`src/rtl/rhythm_pkg.sv`:
```
// Shared rhythm-game definitions: judge FSM states and default timing
// constants also used by the chart sequencer.
package rhythm_pkg;

    localparam int CLK_HZ              = 50_000_000;
    // 10 ms of stable button level before it is accepted
    localparam int DEBOUNCE_CYCLES_DEF = CLK_HZ / 100;
    // 100 ms hit window after a note reaches the hit line
    localparam int WINDOW_CYCLES_DEF   = CLK_HZ / 10;
    localparam int COMBO_W_DEF         = 8;

    typedef enum logic {
        ST_IDLE = 1'b0,
        ST_OPEN = 1'b1
    } judge_state_e;

endpackage

```
`src/rtl/btn_conditioner.sv`:
```
// Raw push-button conditioner: two-flop synchroniser, debounce counter and
// rising-edge detector producing a one-cycle press pulse.
module btn_conditioner
    import rhythm_pkg::*;
#(
    parameter int DEBOUNCE_CYCLES = DEBOUNCE_CYCLES_DEF
) (
    input  logic clk,
    input  logic rst,
    input  logic btn_i,
    output logic press_o
);

    localparam int DB_W = $clog2(DEBOUNCE_CYCLES + 1);
    localparam logic [DB_W-1:0] DB_LAST = DB_W'(DEBOUNCE_CYCLES - 1);

    logic            sync1_q, sync2_q;
    logic [DB_W-1:0] cnt_q, cnt_d;
    logic            level_q, level_d;
    logic            level_prev_q;
    logic            press_q;

    // Bring the asynchronous button into the clock domain
    always_ff @(posedge clk or negedge rst) begin
        if (!rst) begin
            sync1_q <= 1'b0;
            sync2_q <= 1'b0;
        end else begin
            sync1_q <= btn_i;
            sync2_q <= sync1_q;
        end
    end

    // Accept a new level only after it has differed for DEBOUNCE_CYCLES samples
    always_comb begin
        cnt_d   = cnt_q;
        level_d = level_q;
        if (sync2_q == level_q) begin
            cnt_d = '0;
        end else if (cnt_q == DB_LAST) begin
            level_d = sync2_q;
            cnt_d   = '0;
        end else begin
            cnt_d = cnt_q + 1'b1;
        end
    end

    // Debounce state and registered 0->1 edge of the accepted level
    always_ff @(posedge clk or negedge rst) begin
        if (!rst) begin
            cnt_q        <= '0;
            level_q      <= 1'b0;
            level_prev_q <= 1'b0;
            press_q      <= 1'b0;
        end else begin
            cnt_q        <= cnt_d;
            level_q      <= level_d;
            level_prev_q <= level_q;
            press_q      <= level_q & ~level_prev_q;
        end
    end

    assign press_o = press_q;

endmodule

```
`src/rtl/hit_judge.sv`:
```
// One-lane hit judge: opens a timing window on each note, emits a hit or
// miss pulse per note and tracks current and best combo.
module hit_judge
    import rhythm_pkg::*;
#(
    parameter int DEBOUNCE_CYCLES = DEBOUNCE_CYCLES_DEF,
    parameter int WINDOW_CYCLES   = WINDOW_CYCLES_DEF,
    parameter int COMBO_W         = COMBO_W_DEF
) (
    input  logic               clk,
    input  logic               rst,
    input  logic               btn,
    input  logic               enable,
    input  logic               note_due,
    output logic               hit_pulse,
    output logic               miss_pulse,
    output logic               window_open,
    output logic [COMBO_W-1:0] combo,
    output logic [COMBO_W-1:0] max_combo
);

    localparam int WIN_W = $clog2(WINDOW_CYCLES);
    localparam logic [WIN_W-1:0]   WIN_LOAD  = WIN_W'(WINDOW_CYCLES - 1);
    localparam logic [COMBO_W-1:0] COMBO_MAX = '1;

    logic               press;
    judge_state_e       state_q, state_d;
    logic [WIN_W-1:0]   win_cnt_q, win_cnt_d;
    logic               hit_d, miss_d;
    logic               hit_q, miss_q, open_q;
    logic [COMBO_W-1:0] combo_q, combo_d;
    logic [COMBO_W-1:0] max_q, max_d;

    btn_conditioner #(
        .DEBOUNCE_CYCLES(DEBOUNCE_CYCLES)
    ) u_cond (
        .clk    (clk),
        .rst    (rst),
        .btn_i  (btn),
        .press_o(press)
    );

    // Judge FSM: a press wins over both expiry and a new note; a new note
    // while open judges the pending one and restarts the window
    always_comb begin
        state_d   = state_q;
        win_cnt_d = win_cnt_q;
        hit_d     = 1'b0;
        miss_d    = 1'b0;
        if (!enable) begin
            // Open window is dropped silently while the song is paused
            state_d   = ST_IDLE;
            win_cnt_d = '0;
        end else begin
            case (state_q)
                ST_IDLE: begin
                    if (note_due) begin
                        state_d   = ST_OPEN;
                        win_cnt_d = WIN_LOAD;
                    end
                end
                ST_OPEN: begin
                    if (press) begin
                        hit_d = 1'b1;
                        if (note_due) begin
                            win_cnt_d = WIN_LOAD;
                        end else begin
                            state_d = ST_IDLE;
                        end
                    end else if (note_due) begin
                        miss_d    = 1'b1;
                        win_cnt_d = WIN_LOAD;
                    end else if (win_cnt_q == '0) begin
                        miss_d  = 1'b1;
                        state_d = ST_IDLE;
                    end else begin
                        win_cnt_d = win_cnt_q - 1'b1;
                    end
                end
                default: begin
                    state_d = ST_IDLE;
                end
            endcase
        end
    end

    // Combo follows the judgement of this cycle; best combo tracks its peak
    always_comb begin
        combo_d = combo_q;
        if (hit_d) begin
            if (combo_q != COMBO_MAX) begin
                combo_d = combo_q + 1'b1;
            end
        end else if (miss_d) begin
            combo_d = '0;
        end
        max_d = (combo_d > max_q) ? combo_d : max_q;
    end

    // State, window counter, pulses and combo registers; window_open is taken
    // from the state register so it stays high through the pulse cycle
    always_ff @(posedge clk or negedge rst) begin
        if (!rst) begin
            state_q   <= ST_IDLE;
            win_cnt_q <= '0;
            hit_q     <= 1'b0;
            miss_q    <= 1'b0;
            open_q    <= 1'b0;
            combo_q   <= '0;
            max_q     <= '0;
        end else begin
            state_q   <= state_d;
            win_cnt_q <= win_cnt_d;
            hit_q     <= hit_d;
            miss_q    <= miss_d;
            open_q    <= (state_q == ST_OPEN);
            combo_q   <= combo_d;
            max_q     <= max_d;
        end
    end

    assign hit_pulse   = hit_q;
    assign miss_pulse  = miss_q;
    assign window_open = open_q;
    assign combo       = combo_q;
    assign max_combo   = max_q;

endmodule

```
`config.mk`:
```
export PLATFORM = sky130hd
export DESIGN_NAME = hit_judge
export DESIGN_NICKNAME = d
export VERILOG_FILES = /design/src/rtl/rhythm_pkg.sv /design/src/rtl/btn_conditioner.sv /design/src/rtl/hit_judge.sv
export SDC_FILE = /design/constraint.sdc
export NUM_CORES = 1
export LEC_CHECK = 0
export BUFFER_PORTS_ARGS = -buffer_cell sky130_fd_sc_hd__buf_2
export CAP_MARGIN = 20
export CORE_ASPECT_RATIO = 0.5
export CORE_MARGIN = 2
export CORE_UTILIZATION = 40
export CTS_BUF_LIST = sky130_fd_sc_hd__clkbuf_8
export DETAILED_ROUTE_END_ITERATION = 10
export GPL_TIMING_DRIVEN = 0
export PLACE_DENSITY = 0.62
export SYNTH_ARGS = -nofsm -noshare
export SYNTH_HDL_FRONTEND = slang
export SYNTH_SLANG_ARGS = --single-unit
```
`constraint.sdc`:
```
create_clock -name clk -period 8.15 [get_ports clk]
set_input_delay 1.63 -clock clk [delete_from_list [all_inputs] [get_ports clk]]
set_output_delay 1.63 -clock clk [all_outputs]
set_load 0.01 [all_outputs]
```
# == Word-level counts from Yosys, hierarchy flattened ==
# Cells that the tools add are included.
# totals
word_cells,52
regBits,67
# op_classes
magnitude_cmp,1
eq_ne,4
reduce_logical,2
bitwise_logic,4
mux,25
n_addsub,3
# op_table
operator,count
23-bit two-way mux,5
23-bit one-hot mux with 2 select lines,1
19-bit two-way mux,2
8-bit two-way mux,3
23-bit logical NOT,1
23-bit by 1-bit subtractor with 23-bit output (second input constant),1
19-bit by 1-bit adder with 19-bit output (second input constant),1
19-bit == test (second input constant),1
1-bit two-way mux,13
8-bit by 1-bit adder with 8-bit output (second input constant),1
8-bit > comparator,1
8-bit inequality test (second input constant),1
5-bit by 4-bit inequality test with 1-bit output (second input constant),1
1-bit NOT,3
1-bit one-hot mux with 2 select lines,1
2-bit AND reduction,1
1-bit AND,1
1-bit == test,1

# == Depth between registers and ports, before layout ==
# depth
depth_word,9
ltp_mapped,12

# == Hierarchy ==
# A second synthesis with hierarchy kept.
# hier_totals
hier_cells,352
hier_area_um2,3629.7
# by_module_without_submodules
module,cells_per_inst,n_inst,area_per_inst_um2
hit_judge,244,1,2499.9
btn_conditioner,108,1,1129.8

# == Worst setup path after synthesis ==
# Ideal clock, no wire load.
# synth_path
path_type,input to register
start,input enable
end,register max_q[0] (netlist: max_combo[0])
t_arrival_ps,4122
path_slack_ps,3903
setup_time_ps,125
cell_stages,11
required_ps,8025
cell_sequence,clkbuf_1 > nand2_1 > or3_1 > o21ai_1 > o21ai_0 > ha_1 > o21a_1 > o21a_1 > o22ai_1 > a31oi_1 > mux2_2
# synth_via
elab_chain_cells,4
word_cells_on_any_way,5
classes_between,1 x order compare; 4 x mux
# synth_lines
element,line,rtl
start: declaration,hit_judge.sv:13,"input logic enable,"
1-bit two-way mux,hit_judge.sv:50,if (!enable) begin
via miss_d,hit_judge.sv:29,"logic hit_d, miss_d;"
8-bit two-way mux,hit_judge.sv:94,end else if (miss_d) begin
8-bit two-way mux,hit_judge.sv:90,if (hit_d) begin
via combo_d[5],hit_judge.sv:31,"logic [COMBO_W-1:0] combo_q, combo_d;"
8-bit > comparator,hit_judge.sv:97,max_d = (combo_d > max_q) ? combo_d : max_q;
end signal: assignment,hit_judge.sv:118,max_q <= max_d;
end: declaration,hit_judge.sv:32,"logic [COMBO_W-1:0] max_q, max_d;"
# The timed path passes the listed nets, and every way through them passes these cells.
# A chain may end at the register's enable or synchronous reset.

# == Final worst setup path ==
# layout_path
start,input enable
end,register max_q[1] (netlist: max_combo[1])
# The elaborated chain is that of the path after synthesis.

==> results.cfg <==
[critical_path]
cp_slowest_stage_delay_ns = 0.65
path_depth = 11
slowest_stage = a31oi_1
critical_path.top_delay_family = compound AO/OA/AOI/OAI gates
path_buf_inv = 1
required_ns = 8.38
setup.worst_path.end = max_combo[1]$_DFFE_PN0N_
critical_path_class = primary input to flip-flop
reg2reg_to = max_combo[1]$_DFFE_PN0N_
r2r_slack_ns = 4.28
reg2reg_depth = 10
start_kind = primary input
worstPathCellList = clkbuf_1 > nand2_1 > or3_1 > o21ai_1 > o21ai_0 > ha_1 > o21a_1 > o21a_1 > o22ai_1 > a31oi_1 > mux2_2
cp_common_cell = o21a_1
cp-end-kind = flip-flop
crit_start = enable
worst_ep_arrival_time_ns = 4.87
rr_startpoint = win_cnt_q[18]$_DFFE_PN0P_
worstPathMaxFanout = 8

[global_routing]
grt_first_pass_wirelength_um = 12400
grt_antenna_before_repair = 0
overflow = 0
track_usage_pct = 16.3
grt_max_degree = 68
grt_pass1_vias = 2576

[floorplanning]
ios = 24
core_area_um2 = 8680
die_width_um = 137
core.rowCount = 24
die_area_um2 = 9700
die-height_um = 70.6
floorplan.initialDensity_pct = 40.9

[cells_and_area]
fillers = 839
area_growth_pct = 11.8
drive_gt1_share_pct = 16.1
fin_nets = 403
final_common_cell = dfrtp_1
layout_common_cells = dfrtp_1, nor2_1, a21oi_1, buf_2, inv_1
post-route-util_pct = 45.8
design_area_um2 = 3970
fin_cells = 509
diodes = 0

[pwr]
powerDensity_nw_per_um2 = 163
cellLeakagePower_nw = 1.68
power_uw = 647
power.ir.vdd_worst_uv = 66.5

[place]
place.gp.congestion = 0.863
placed_area_um2 = 3810
dp_hpwl_um = 4990
io_buffers = 22
dp.cells = 493

[timing]
drv_slew = 0
slew_headroom_pct = 41.7
worst_pin_slew_ns = 0.871
finalHoldViolCount = 0
tns_ns = 0
setup_viol = 0
skew_ns = 0.00903
fmax_mhz = 216
fin_crit_sh_pct = 56.9
rsz0062_at_grt = no
fin_crit_ns = 4.64

[synthesis]
synth_cell_type_count = 54
netlist_instances = 354
syn_area_um2 = 3550
yosysWarningCount = 0
synth-seq-area-share_pct = 47.2
synth-seq-cells = 67
synthesis.nets = 370
syn_avg_cell_area_um2 = 10.0

[clock_tree]
holdBufCountCts = 0
cts_resized = 0
cts_sinks = 67
clockBufferDepth = 2
clockRootBuffer = clkbuf_8
cts_buffers = 9
clk_latency_ns = 0.35
clk_pin_slew_ns = 0.07
cts_tree = built
cts_htree_levels = 3
cts_setup_buffers = 0

[run]
drv_cap = 0

[detailed_routing]
wirelength_um = 7260
via_per_inst = 5.25
drtPass1Iterations = 4
ant_nets = 0
drtIter0Drc = 188
dr_total_vias = 2672
wl_per_cell_um = 14.3
drcViolationCount = 0

[run_status]
status = finished clean

[hold_path]
hold_path.class = flip-flop to flip-flop
## synthesized netlist by cell type, drive strengths merged
library cell / count / area, µm²
and3b: 1 / 10.0
xor2: 10 / 87.6
o21ai: 10 / 50.0
and4: 1 / 8.76
xnor2: 18 / 158
a21oi: 23 / 115
buf: 2 / 8.75
ha: 11 / 138
o31ai: 6 / 45.0
o22ai: 1 / 6.26
dfrtp: 67 / 1680
nand4: 13 / 81.3
or2: 2 / 12.5
a2111oi: 1 / 8.76
or4: 8 / 61.3
a211oi: 3 / 22.5
o21a: 3 / 22.5
a21boi: 4 / 30.0
clkbuf: 7 / 26.3
and4bb: 1 / 12.5
o211ai: 4 / 30.0
nor3: 9 / 50.1
mux2i: 2 / 20.0
a31oi: 1 / 6.26
nor2b: 3 / 18.8
nor4: 11 / 98.8
nor2: 34 / 130
nand2b: 2 / 12.5
and3: 5 / 32.5
o32ai: 2 / 17.5
inv: 18 / 67.6
mux2: 11 / 124
or3: 13 / 86.3
nand3: 17 / 90.1
o21bai: 1 / 7.51
a211o: 1 / 8.76
and2: 3 / 18.8
nand2: 19 / 71.3
or2b: 1 / 7.51
nand4b: 3 / 47.5
nor3b: 2 / 26.3
## cell type report
type,instances,area (µm²),area share (%)
clock inverter,7,37.5,0.945
tap,117,146,3.68
sequential,67,1680,42.2
multi-input combinational,260,1770,44.6
timing repair buffer,22,113,2.83
inverter,18,67.6,1.70
clock buffer,9,124,3.12
buffer,9,35.0,0.882
## power breakdown
part           switching (mW)  internal, mW  leakage [nW]
Combinational          0.0394        0.0264         0.685
Sequential            0.00930         0.342         0.906
Clock                   0.124         0.106        0.0874
## through the flow
step	setup slack, ns	hold WS [ns]
final	3.51	0.382
after global routing	3.27	0.392
after CTS	3.54	0.381
after detailed placement	3.16	0.348
after global placement	3.13	0.336
after floorplan	3.90	0.331
## sequential cells by signal, indices dropped and copies added (netlist names)
register and cells:
combo 8, hit_pulse 1, max_combo 8, miss_pulse 1
state_q 1, u_cond.cnt_q 19, u_cond.level_prev_q 1, u_cond.level_q 1
u_cond.press_o 1, u_cond.sync1_q 1, u_cond.sync2_q 1, win_cnt_q 23
window_open 1
## metal layers
layer  vias to the layer above  track usage, %  wire length [µm]
met5                         -               0                 0
met4                         0            5.15                19
met3                         2            4.30               242
met2                        31            24.7              3290
met1                      1293            22.9              3720
li1                       1346               -                 -
## worst min-delay path by stage
| stage | start | endpoint | slack, ns | cells past startpoint |
|---|---|---|---|---|
| 3_5_place_dp | u_cond.sync1_q$_DFF_PN0_ | u_cond.sync2_q$_DFF_PN0_ | 0.35 | 0 |
| 6_report | u_cond.sync1_q$_DFF_PN0_ | u_cond.sync2_q$_DFF_PN0_ | 0.38 | 0 |
| 5_1_grt | u_cond.sync1_q$_DFF_PN0_ | u_cond.sync2_q$_DFF_PN0_ | 0.39 | 0 |
| 4_1_cts | u_cond.sync1_q$_DFF_PN0_ | u_cond.sync2_q$_DFF_PN0_ | 0.38 | 0 |
| 3_3_place_gp | u_cond.sync1_q$_DFF_PN0_ | u_cond.sync2_q$_DFF_PN0_ | 0.34 | 0 |
| 2_1_floorplan | u_cond.sync1_q$_DFF_PN0_ | u_cond.sync2_q$_DFF_PN0_ | 0.33 | 0 |
## cell families after synthesis
logic type | synth area share, %
AOI/OAI and AO/OA | 10.4
xor gates and xnor gates | 6.90
adders and majority gates | 3.87
buffers and inverters | 2.89
DFF | 47.2
muxes | 4.05
and+or+nand+nor | 24.7
(Power assumes the default switching activity.)
